--- src/rtl/dreg_port_arb.sv ---
// dreg_port_arb: shares one register-file read port (round robin, registered
// response with write forwarding) and one write port (fixed priority with a
// starvation guard for port 1) among several requesters.
//   rd_req/rd_addr -> rd_gnt, rf_ra ; rsp_valid/rsp_id/rsp_data one cycle later
//   wr_req/wr_addr/wr_data -> wr_gnt, rf_w/rf_wa/rf_wval ; rf_rval from the file
module dreg_port_arb #(
  parameter int WIDTH   = 32,
  parameter int NRD     = 3,
  parameter int MAXWAIT = 4
) (
  input  logic               clk,
  input  logic               rst_n,
  input  logic [NRD-1:0]     rd_req,
  input  logic [5*NRD-1:0]   rd_addr,
  output logic [NRD-1:0]     rd_gnt,
  output logic               rsp_valid,
  output logic [2:0]         rsp_id,
  output logic [WIDTH-1:0]   rsp_data,
  input  logic [1:0]         wr_req,
  input  logic [9:0]         wr_addr,
  input  logic [2*WIDTH-1:0] wr_data,
  output logic [1:0]         wr_gnt,
  output logic [4:0]         rf_ra,
  input  logic [WIDTH-1:0]   rf_rval,
  output logic               rf_w,
  output logic [4:0]         rf_wa,
  output logic [WIDTH-1:0]   rf_wval
);
  localparam int IW = $clog2(NRD);
  localparam int SW = $clog2(MAXWAIT + 1);
  logic [IW-1:0]    rr_ptr_q, rr_ptr_d, gnt_idx;
  logic             rd_hit, force1, fwd;
  logic [SW-1:0]    starve_cnt_q, starve_cnt_d;
  logic             rsp_valid_q;
  logic [2:0]       rsp_id_q;
  logic [WIDTH-1:0] rsp_data_q, rsp_data_d;
  always_comb begin
    rd_hit  = 1'b0;
    gnt_idx = '0;
    for (int k = 1; k <= NRD; k++)
      if (!rd_hit && rd_req[IW'((int'(rr_ptr_q) + k) % NRD)]) begin
        rd_hit  = 1'b1;
        gnt_idx = IW'((int'(rr_ptr_q) + k) % NRD);
      end
    rd_hit = rd_hit & rst_n;
    rd_gnt = rd_hit ? NRD'(1) << gnt_idx : '0;
    rf_ra  = '0;
    for (int i = 0; i < NRD; i++)
      rf_ra = rf_ra | (rd_gnt[i] ? rd_addr[5*i +: 5] : 5'd0);
  end
  assign rr_ptr_d = rd_hit ? gnt_idx : rr_ptr_q;
  // port 1 also wins outright whenever port 0 is idle
  assign force1  = wr_req[1] && starve_cnt_q == SW'(MAXWAIT);
  assign wr_gnt  = !rst_n ? 2'b00 : (force1 || (wr_req[1] && !wr_req[0])) ? 2'b10 : {1'b0, wr_req[0]};
  assign rf_w    = |wr_gnt;
  assign rf_wa   = wr_gnt[1] ? wr_addr[9:5] : wr_gnt[0] ? wr_addr[4:0] : 5'd0;
  assign rf_wval = wr_gnt[1] ? wr_data[2*WIDTH-1:WIDTH] : wr_gnt[0] ? wr_data[WIDTH-1:0] : '0;
  assign starve_cnt_d = (wr_req[1] && !wr_gnt[1])
                        ? (starve_cnt_q == SW'(MAXWAIT) ? starve_cnt_q : starve_cnt_q + 1'b1)
                        : '0;
  // low-half writes are mirrored into the high half, never the other way round
  assign fwd        = rf_w && (rf_wa == rf_ra || (!rf_wa[4] && {1'b1, rf_wa[3:0]} == rf_ra));
  assign rsp_data_d = fwd ? rf_wval : rf_rval;
  always_ff @(posedge clk or negedge rst_n) begin
    if (!rst_n) begin
      rr_ptr_q     <= IW'(NRD - 1);
      starve_cnt_q <= '0;
      rsp_valid_q  <= 1'b0;
      rsp_id_q     <= '0;
      rsp_data_q   <= '0;
    end else begin
      rr_ptr_q     <= rr_ptr_d;
      starve_cnt_q <= starve_cnt_d;
      rsp_valid_q  <= rd_hit;
      if (rd_hit) begin
        rsp_id_q   <= 3'(gnt_idx);
        rsp_data_q <= rsp_data_d;
      end
    end
  end
  assign rsp_valid = rsp_valid_q;
  assign rsp_id    = rsp_id_q;
  assign rsp_data  = rsp_data_q;
endmodule

--- config.mk ---
export PLATFORM = sky130hd
export DESIGN_NAME = dreg_port_arb
export DESIGN_NICKNAME = d
export VERILOG_FILES = /design/src/rtl/dreg_port_arb.sv
export SDC_FILE = /design/constraint.sdc
export NUM_CORES = 1
export LEC_CHECK = 0
export CAP_MARGIN = 20
export CORE_UTILIZATION = 35
export CTS_BUF_LIST = sky130_fd_sc_hd__clkbuf_8 sky130_fd_sc_hd__clkbuf_16
export DETAILED_ROUTE_END_ITERATION = 6
export PLACE_DENSITY_LB_ADDON = 0.1
export SYNTH_ARGS = -nofsm -noshare
export SYNTH_HDL_FRONTEND = slang
export SYNTH_SLANG_ARGS = --single-unit
--- constraint.sdc ---
create_clock -name clk -period 4.1 [get_ports clk]
set_input_delay 0.82 -clock clk [delete_from_list [all_inputs] [get_ports clk]]
set_output_delay 0.82 -clock clk [all_outputs]
set_load 0.005 [all_outputs]
==> results of run 1 <==
==> metrics by stage <==
step	worst slack [ns]	hold slack (ns)
finish	0.211	0.371
global route	0.0583	0.355
CTS	0.0223	0.363
detailed placement	-0.0628	0.484
global placement	0.0846	0.473
floorplan	1.06	0.479
==> state kept, by name, summed over array words and instances (netlist names) <==
signal and count:
rsp_valid 1, rr_ptr_q 2, rsp_id 1, starve_cnt_q 3, rsp_data 32
==> how the worst max path moves through the flow <==
stage,from,to,slack [ns],cells after the start
global route,rr_ptr_q[0],rf_ra[1],0.06,9
CTS,rd_req[2],rf_ra[1],0.02,8
floorplan,rd_req[2],rf_ra[0],1.06,8
finish,rd_req[0],rf_ra[1],0.21,8
detailed placement,rd_req[2],rf_ra[1],-0.06,8
global placement,rd_req[2],rf_ra[1],0.08,8
==> cell families (layout without fill, tap and decap cells) <==
kind of cell / after synthesis / in the layout
AOI/OAI and AO/OA: 112 / 112
adders and majority gates: 5 / 5
DFF: 39 / 39
xor gates and xnor gates: 3 / 3
buffers and inverters: 41 / 246
and+or+nand+nor: 137 / 137
other: 1 / 1
==> placed cells by master (no fill, tap or decap), types with 2 or more instances in the layout <==
master / Yosys / final
clkdlybuf4s50_1: 0 / 207
nand2_1: 72 / 72
dfrtp_1: 38 / 38
a22o_1: 36 / 36
o211ai_1: 32 / 32
nand4_1: 29 / 29
buf_4: 4 / 17
inv_1: 8 / 10
nand3_1: 9 / 9
a21oi_1: 8 / 7
nor2_1: 6 / 6
ha_1: 5 / 5
clkbuf_8: 0 / 5
nand2b_1: 4 / 4
a21o_1: 4 / 4
o21ai_1: 3 / 4
nor2b_1: 3 / 3
o211ai_2: 3 / 3
and3_1: 3 / 3
a22oi_1: 2 / 2
a211o_1: 2 / 2
and2_1: 2 / 2
a21boi_1: 2 / 2
a211oi_2: 0 / 2
or2_2: 2 / 2
o21ai_0: 3 / 2
xor2_1: 2 / 2
o31ai_1: 2 / 2
dlymetal6s2s_1: 0 / 2
buf_12: 0 / 2
==> repair_timing <==
item	in CTS	in global routing
endpoints found under the setup margin	1	7
gates resized for setup	2	3
pin swaps	0	0
==> cell type report <==
class	count	area, sq um
clock buffer	5	68.8
fill	659	2630
tap	102	128
sequential	39	977
timing repair buffer	229	2270
inverter	9	33.8
clock inverter	3	12.5
multi-input combinational	258	1690
==> report_power, final <==
group | total (uW) | internal (uW) | switching (uW)
Clock | 244 | 114 | 129
Sequential | 667 | 568 | 98.6
Combinational | 1610 | 858 | 752
==> layer usage <==
layer / track usage [%] / vias up
li1: - / 1674
met1: 31.3 / 1641
met2: 45.6 / 183
met3: 6.88 / 17
met4: 5.21 / 0
met5: 0 / -
==> worst reg2reg max path, delay by kind of cell (launching register included) <==
| family | cells | cell delay (ns) |
|---|---|---|
| AOI/OAI and AO/OA | 3 | 0.72 |
| adders and majority gates | 1 | 0.29 |
| buffers and inverters | 2 | 0.33 |
| DFF | 1 | 0.54 |
| and+or+nand+nor | 6 | 1.38 |
==> impl_metrics.env, run 1 <==
export IMPL_nets=675
export IMPL_cp_top_family="buffers and inverters"
export IMPL_powerDensity_nw_per_um2=486
export IMPL_die_area_sq_um=8480
export IMPL_avgRoutedWirePerCell_microns=16.8
export IMPL_grt_use_total_pct=25.8
export IMPL_synth_fp_nets=471
export IMPL_synthCells=338
export IMPL_post_cts_buffers=0
export IMPL_crit_fanout=6
export IMPL_r2r_slack_ns=0.76
export IMPL_worst_pin_slew_ns=0.505
export IMPL_worstSetupPathType="input port to output port"
export IMPL_final_layout_size_suffix_gt1_share_pct=8.47
export IMPL_ys_top_cells_by_area="dfrtp_1 (33%), a22o_1 (11%), nand2_1 (9.5%), o211ai_1 (8.5%), nand4_1 (6.4%)"
export IMPL_worstReg2RegEnd="rsp_data[21]"
export IMPL_max_stage_delay_ns=0.51
export IMPL_antenna_cells=0
export IMPL_design_area_sq_um=5180
export IMPL_detail_route_antenna_nets=0
export IMPL_setup_tns_ns=0
export IMPL_rows=32
export IMPL_total_leakage_power_uw=0.00210
export IMPL_period_needed_ns=3.89
export IMPL_cts_tree="done"
export IMPL_final_setup_skew_ns=0.00359
export IMPL_cp_arrival_ns=3.07
export IMPL_yosys_cell_types_count=53
export IMPL_hold_buffers=0
export IMPL_post_place_cells=637
export IMPL_synth_compound_area_share_pct=31.4
export IMPL_synth_area_leader_cell="dfrtp_1"
export IMPL_wl_met3_microns=840
export IMPL_yosysSeqAreaShare_pct=34.4
export IMPL_syn_to_final_growth_pct=82.5
export IMPL_die_w_microns=92.1
export IMPL_path_buf_inv=2
export IMPL_slew_headroom_pct=66.3
export IMPL_slew_viol_final=0
export IMPL_hold_class="input port to async pin"
export IMPL_synth_xor_area_share_pct=0.925
export IMPL_critPathSlowestCell="clkdlybuf4s50_1"
export IMPL_synth_simple_area_share_pct=23.4
export IMPL_grt_pass1_vias=3417
export IMPL_worstSetupEndpointType="output port"
export IMPL_post_synth_top_count_cell="nand2_1"
export IMPL_path_clk_slew_ns=0.07
export IMPL_finalSetupViolCount=0
export IMPL_min_period_over_period_pct=94.8
export IMPL_synthFlopType="dfrtp_1"
export IMPL_hold_viol_final=0
export IMPL_crit_chain="clkdlybuf4s50_1, nor2b_1, o21bai_1, and2_1, nand2_1, a211oi_2, or2_2, clkdlybuf4s50_1"
export IMPL_rsz0062_at_grt="false"
export IMPL_peakVddDrop_mv=0.270
export IMPL_antenna_found_initial=0
export IMPL_cp_required_ns=3.28
export IMPL_synth_top_cell_area_share_pct=33.5
export IMPL_drcViolationCount=0
export IMPL_core_sq_um=7810
export IMPL_drt_iter0_markers=137
export IMPL_synth_top_family_by_area="compound AO/OA/AOI/OAI gates"
export IMPL_ys_top_cells_by_count="nand2_1 (72), dfrtp_1 (38), a22o_1 (36)"
export IMPL_r2r_start="rr_ptr_q[1]"
export IMPL_cts_buffers=5
export IMPL_start_util_pct=36.4
export IMPL_grt_max_degree=50
export IMPL_met1Wirelength_microns=4490
export IMPL_grt_pass1_wl_microns=17200
export IMPL_start_kind="input port"
export IMPL_grt_overflow=0
export IMPL_h_tree_depth=2
export IMPL_worst_r2r_path_depth=12
export IMPL_highest_layer="met4"
export IMPL_gp_congestion=1.01
export IMPL_hpwl_microns=8380
export IMPL_cts_root_buf="clkbuf_8"
export IMPL_io_pins=212
export IMPL_post_synth_fa_ha_maj_area_fraction_pct=2.20
export IMPL_die_h_microns=92.1
export IMPL_cts_buffer_depth=2
export IMPL_netlist_area_sq_um=2840
export IMPL_via_count=3515
export IMPL_synth_async_reset_ratio_pct=100
export IMPL_synth_avg_cell_area_sq_um=8.40
export IMPL_dpl_instance_area_sq_um=5090
export IMPL_clock_fmax_mhz=257
export IMPL_wirelength_microns=10800
export IMPL_synthMuxAreaShare_pct=0
export IMPL_finalCoreUtilization_pct=66.4
export IMPL_finalPower_uw=2520
export IMPL_io_buffers=210
export IMPL_outcome="complete, no violations"
export IMPL_vias_per_cell=5.45
export IMPL_finalNonFillerCells=645
export IMPL_drt_pass1_iterations=4
export IMPL_insertion_delay_ns=0.28
export IMPL_cts_sinks=39
export IMPL_wl_met2_microns=5370
export IMPL_ys_warn_count=0
export IMPL_synth_edf_count=0
export IMPL_critPathMostFrequentCell="clkdlybuf4s50_1"
export IMPL_synth_seq_cells=39
export IMPL_drv_cap=0
(Power assumes the default switching activity.)
==> inputs of run 2 (changes only) <==
--- a/config.mk
+++ b/config.mk
@@ -6,7 +6,7 @@
 export NUM_CORES = 1
 export LEC_CHECK = 0
 export CAP_MARGIN = 20
-export CORE_UTILIZATION = 35
+export CORE_UTILIZATION = 36
 export CTS_BUF_LIST = sky130_fd_sc_hd__clkbuf_8 sky130_fd_sc_hd__clkbuf_16
 export DETAILED_ROUTE_END_ITERATION = 6
 export PLACE_DENSITY_LB_ADDON = 0.1
==> constraint.sdc (replaced) <==
create_clock -name clk -period 5 [get_ports clk]
set_input_delay 1 -clock clk [delete_from_list [all_inputs] [get_ports clk]]
set_output_delay 1 -clock clk [all_outputs]
set_load 0.005 [all_outputs]
==> impl_metrics.env, run 2 (synthesized netlist as in run 1, its figures left out) <==
export IMPL_worstSetupPathType="input port to output port"
export IMPL_drt_iter0_markers=134
export IMPL_grt_overflow=0
export IMPL_cp_top_family="buffers and inverters"
export IMPL_period_needed_ns=4.63
export IMPL_cts_buffers=5
export IMPL_hold_viol_final=0
export IMPL_cts_sinks=39
export IMPL_setup_tns_ns=0
export IMPL_grt_pass1_vias=3443
export IMPL_start_kind="input port"
export IMPL_cts_tree="done"
export IMPL_largest_register_ffs=32
export IMPL_via_count=3468
export IMPL_post_cts_buffers=0
export IMPL_finalPower_uw=2070
export IMPL_slew_headroom_pct=56.2
export IMPL_slew_viol_final=0
export IMPL_avgRoutedWirePerCell_microns=16.5
export IMPL_regArea_sq_um=977
export IMPL_worstSetupEndpointType="output port"
export IMPL_cp_arrival_ns=3.63
export IMPL_rows=32
export IMPL_finalSetupViolCount=0
export IMPL_vias_per_cell=5.46
export IMPL_rsz0062_at_grt="false"
export IMPL_insertion_delay_ns=0.29
export IMPL_io_buffers=210
export IMPL_drcViolationCount=0
export IMPL_final_setup_skew_ns=0.00438
export IMPL_drv_cap=0
export IMPL_grt_use_total_pct=25.8
export IMPL_die_h_microns=90.8
export IMPL_hpwl_microns=8040
export IMPL_die_area_sq_um=8250
export IMPL_peakVddDrop_mv=0.184
export IMPL_path_clk_slew_ns=0.08
export IMPL_antenna_cells=0
export IMPL_syn_to_final_growth_pct=80.6
export IMPL_layout_commonest_cell="clkdlybuf4s50_1"
export IMPL_core_sq_um=7690
export IMPL_clock_fmax_mhz=216
export IMPL_wirelength_microns=10500
export IMPL_fillCellCount=643
export IMPL_detail_route_antenna_nets=0
export IMPL_critPathMostFrequentCell="clkdlybuf4s50_1"
export IMPL_mostFrequentLayoutCells="clkdlybuf4s50_1 (209), nand2_1 (72), dfrtp_1 (38)"
export IMPL_drt_pass1_iterations=4
export IMPL_hold_class="flip-flop to flip-flop"
export IMPL_min_period_over_period_pct=92.6
export IMPL_final_layout_size_suffix_gt1_share_pct=6.75
export IMPL_powerDensity_nw_per_um2=403
export IMPL_path_buf_inv=3
export IMPL_max_stage_delay_ns=0.52
export IMPL_h_tree_depth=2
export IMPL_worst_pin_slew_ns=0.657
export IMPL_grt_pass1_wl_microns=17000
export IMPL_cts_buffer_depth=2
export IMPL_gp_congestion=0.905
export IMPL_multiInputGateArea_sq_um=1680
export IMPL_nets=665
export IMPL_antenna_found_initial=0
export IMPL_grt_max_degree=47
export IMPL_io_pins=212
export IMPL_crit_fanout=26
export IMPL_outcome="complete, no violations"
export IMPL_cts_root_buf="clkbuf_8"
export IMPL_critPathSlowestCell="clkdlybuf4s50_1"
export IMPL_cp_required_ns=4.00
export IMPL_hold_buffers=0
export IMPL_start_util_pct=36.9
export IMPL_ctsResizeCount=0
export IMPL_crit_chain="clkdlybuf4s50_1, a22o_1, a211o_1, and2_4, o21ai_4, inv_2, and3_1, or2_2, clkdlybuf4s50_1"
export IMPL_die_w_microns=90.8
export IMPL_total_leakage_power_uw=0.00204
-- run 2: per-layer routing --
layer | vias to the layer above | share of wire (%) | wire length [microns] | global-route usage, %
met5 | - | 0 | 0 | 0
met4 | 0 | 1.0 | 109 | 5.29
met3 | 8 | 8.0 | 834 | 6.90
met2 | 172 | 51 | 5310 | 45.6
met1 | 1640 | 40 | 4220 | 31.4
li1 | 1648 | - | - | -
-- run 2: metrics by stage --
step           util [%]  instances  hold WS (ns)  setup WS (ns)  cell area, sq um
2_1_floorplan         -        338         0.479           1.60              2840
3_3_place_gp       65.2        627         0.474          0.427              5010
3_5_place_dp       65.2        627         0.485          0.397              5010
4_1_cts            66.7        635         0.503          0.385              5130
5_1_grt            66.7        635         0.517          0.270              5130
6_report           66.7        635         0.496          0.372              5130
-- run 2: worst paths after layout --
kind / from / end / slack (ns) / depth (start not counted)
max in group asynchronous: rst_n / rr_ptr_q[1] / 3.77 / 2
worst max register to register: rr_ptr_q[1] / rsp_data[20] / 1.37 / 11
worst max-delay path: rd_req[2] / rf_ra[1] / 0.37 / 9
min in group asynchronous: rst_n / starve_cnt_q[2] / 0.63 / 1
worst min register to register: rsp_data[5] / rsp_data[5] / 0.50 / 2
worst min-delay path: rsp_data[5] / rsp_data[5] / 0.50 / 2
-- run 2: worst reg2reg max path: stages, from the launching register on --
cell	delay, ns
dfstp_2	0.54
ha_1	0.29
nand2_1	0.12
or4b_1	0.61
and2_1	0.27
a21boi_1	0.20
o211ai_2	0.13
xor2_1	0.24
o211a_2	0.65
buf_4	0.28
nand4_1	0.10
o211ai_1	0.13
-- run 2: area by class of cell --
| class | count | share of cell area (%) |
|---|---|---|
| multi-input combinational | 258 | 32.8 |
| tap | 102 | 2.49 |
| sequential | 39 | 19.1 |
| clock inverter | 2 | 0.683 |
| inverter | 9 | 0.659 |
| clock buffer | 6 | 1.61 |
| timing repair buffer | 219 | 42.7 |
-- run 2: power breakdown --
part           total [uW]  switching, uW  internal (uW)  leakage (uW)
Clock                 277            116            162     0.0000612
Combinational        1240            592            650       0.00150
Sequential            548           82.9            466      0.000481
Total                2070            790           1280       0.00204
==> inputs of run 3 (changes only) <==
==> constraint.sdc (replaced) <==
create_clock -name clk -period 5 [get_ports clk]
set_input_delay 1 -clock clk [delete_from_list [all_inputs] [get_ports clk]]
set_output_delay 1 -clock clk [all_outputs]
set_load 0.1 [all_outputs]
==> impl_metrics.env, run 3 (synthesized netlist as in run 1, its figures left out) <==
export IMPL_slew_viol_final=0
export IMPL_drcViolationCount=0
export IMPL_start_kind="input port"
export IMPL_mostFrequentLayoutCells="clkdlybuf4s50_1 (161), nand2_1 (72), buf_4 (52)"
export IMPL_grt_pass1_vias=3454
export IMPL_io_buffers=210
export IMPL_drv_cap=0
export IMPL_start_util_pct=36.9
export IMPL_hold_class="flip-flop to flip-flop"
export IMPL_cts_buffer_depth=2
export IMPL_rsz0062_at_grt="false"
export IMPL_slew_headroom_pct=31.0
export IMPL_die_w_microns=90.8
export IMPL_die_h_microns=90.8
export IMPL_gp_congestion=0.862
export IMPL_worstSetupPathType="input port to output port"
export IMPL_nets=666
export IMPL_cts_sinks=39
export IMPL_rows=32
export IMPL_cts_root_buf="clkbuf_8"
export IMPL_worstSetupEndpointType="output port"
export IMPL_final_setup_skew_ns=0.00825
export IMPL_core_sq_um=7690
export IMPL_clock_fmax_mhz=223
export IMPL_post_place_cells=628
export IMPL_cp_arrival_ns=3.48
export IMPL_path_clk_slew_ns=0.07
export IMPL_detail_route_antenna_nets=0
export IMPL_grt_pass1_wl_microns=16900
export IMPL_io_pins=212
export IMPL_die_area_sq_um=8250
export IMPL_cts_tree="done"
export IMPL_powerDensity_nw_per_um2=694
export IMPL_finalSetupViolCount=0
export IMPL_drt_pass1_iterations=6
export IMPL_crit_fanout=37
export IMPL_drt_iter0_markers=115
export IMPL_grt_use_total_pct=25.5
export IMPL_wirelength_microns=10500
export IMPL_vias_per_cell=5.45
export IMPL_h_tree_depth=2
export IMPL_period_needed_ns=4.48
export IMPL_grt_max_degree=47
export IMPL_total_leakage_power_uw=0.00213
export IMPL_hold_buffers=0
export IMPL_hpwl_microns=8210
export IMPL_finalPower_uw=3500
export IMPL_ctsResizeCount=0
export IMPL_insertion_delay_ns=0.29
export IMPL_antenna_found_initial=0
export IMPL_outcome="complete, no violations"
export IMPL_worst_pin_slew_ns=1.03
export IMPL_antenna_cells=0
export IMPL_avgRoutedWirePerCell_microns=16.6
export IMPL_syn_to_final_growth_pct=77.8
export IMPL_largest_register_ffs=32
export IMPL_finalNonFillerCells=635
export IMPL_post_cts_buffers=0
export IMPL_final_layout_size_suffix_gt1_share_pct=15.6
export IMPL_hold_viol_final=0
export IMPL_layout_commonest_cell="clkdlybuf4s50_1"
export IMPL_peakVddDrop_mv=0.367
export IMPL_cp_required_ns=4.00
export IMPL_grt_overflow=0
export IMPL_min_period_over_period_pct=89.6
export IMPL_cts_buffers=5
export IMPL_setup_tns_ns=0
export IMPL_via_count=3462
## run 3: final cells by class
type                       count  area, sq um
clock inverter                 2         33.8
tap                          102          128
fill                         662         2640
multi-input combinational    258         1680
inverter                       9         33.8
sequential                    39          977
timing repair buffer         220         2130
clock buffer                   5         68.8
## run 3: final timing paths
path | slack, ns | startpoint | cells past startpoint | end
min in group asynchronous | 0.51 | rst_n | 1 | rsp_data[21]
setup reg to reg | 1.31 | rr_ptr_q[1] | 13 | rsp_data[0]
max in group asynchronous | 3.79 | rst_n | 2 | rr_ptr_q[1]
hold / removal | 0.49 | rsp_data[9] | 2 | rsp_data[9]
hold reg to reg | 0.49 | rsp_data[9] | 2 | rsp_data[9]
setup / recovery | 0.52 | rd_req[2] | 9 | rf_ra[1]
## run 3: routing by layer
layer,track usage (%),part of all wire [%],up-vias
met5,0,0,-
met4,5.16,1.1,0
met3,6.23,7.4,10
met2,44.7,50,168
met1,31.6,42,1632
li1,-,-,1652
## run 3: through the flow
stage	utilization (%)	cell area, sq um	setup slack [ns]	hold WS, ns
2_1_floorplan	-	2840	0.477	0.503
3_3_place_gp	64.4	4950	0.610	0.473
3_5_place_dp	64.4	4950	0.562	0.481
4_1_cts	65.7	5050	0.556	0.497
5_1_grt	65.7	5050	0.377	0.503
6_report	65.7	5050	0.518	0.489
## run 3: critical path: stages
cell and delay (ns):
clkdlybuf4s50_1 0.50, a22o_1 0.24, a211o_1 0.33, and2_4 0.17, o21ai_4 0.16, buf_4 0.41
a211oi_1 0.14, or2_2 0.35, buf_12 0.17
## run 3: power breakdown
part / internal [uW] / switching (uW) / total [uW]
sequential: 466 / 82.7 / 548
clock: 144 / 108 / 252
combinational: 687 / 2020 / 2700
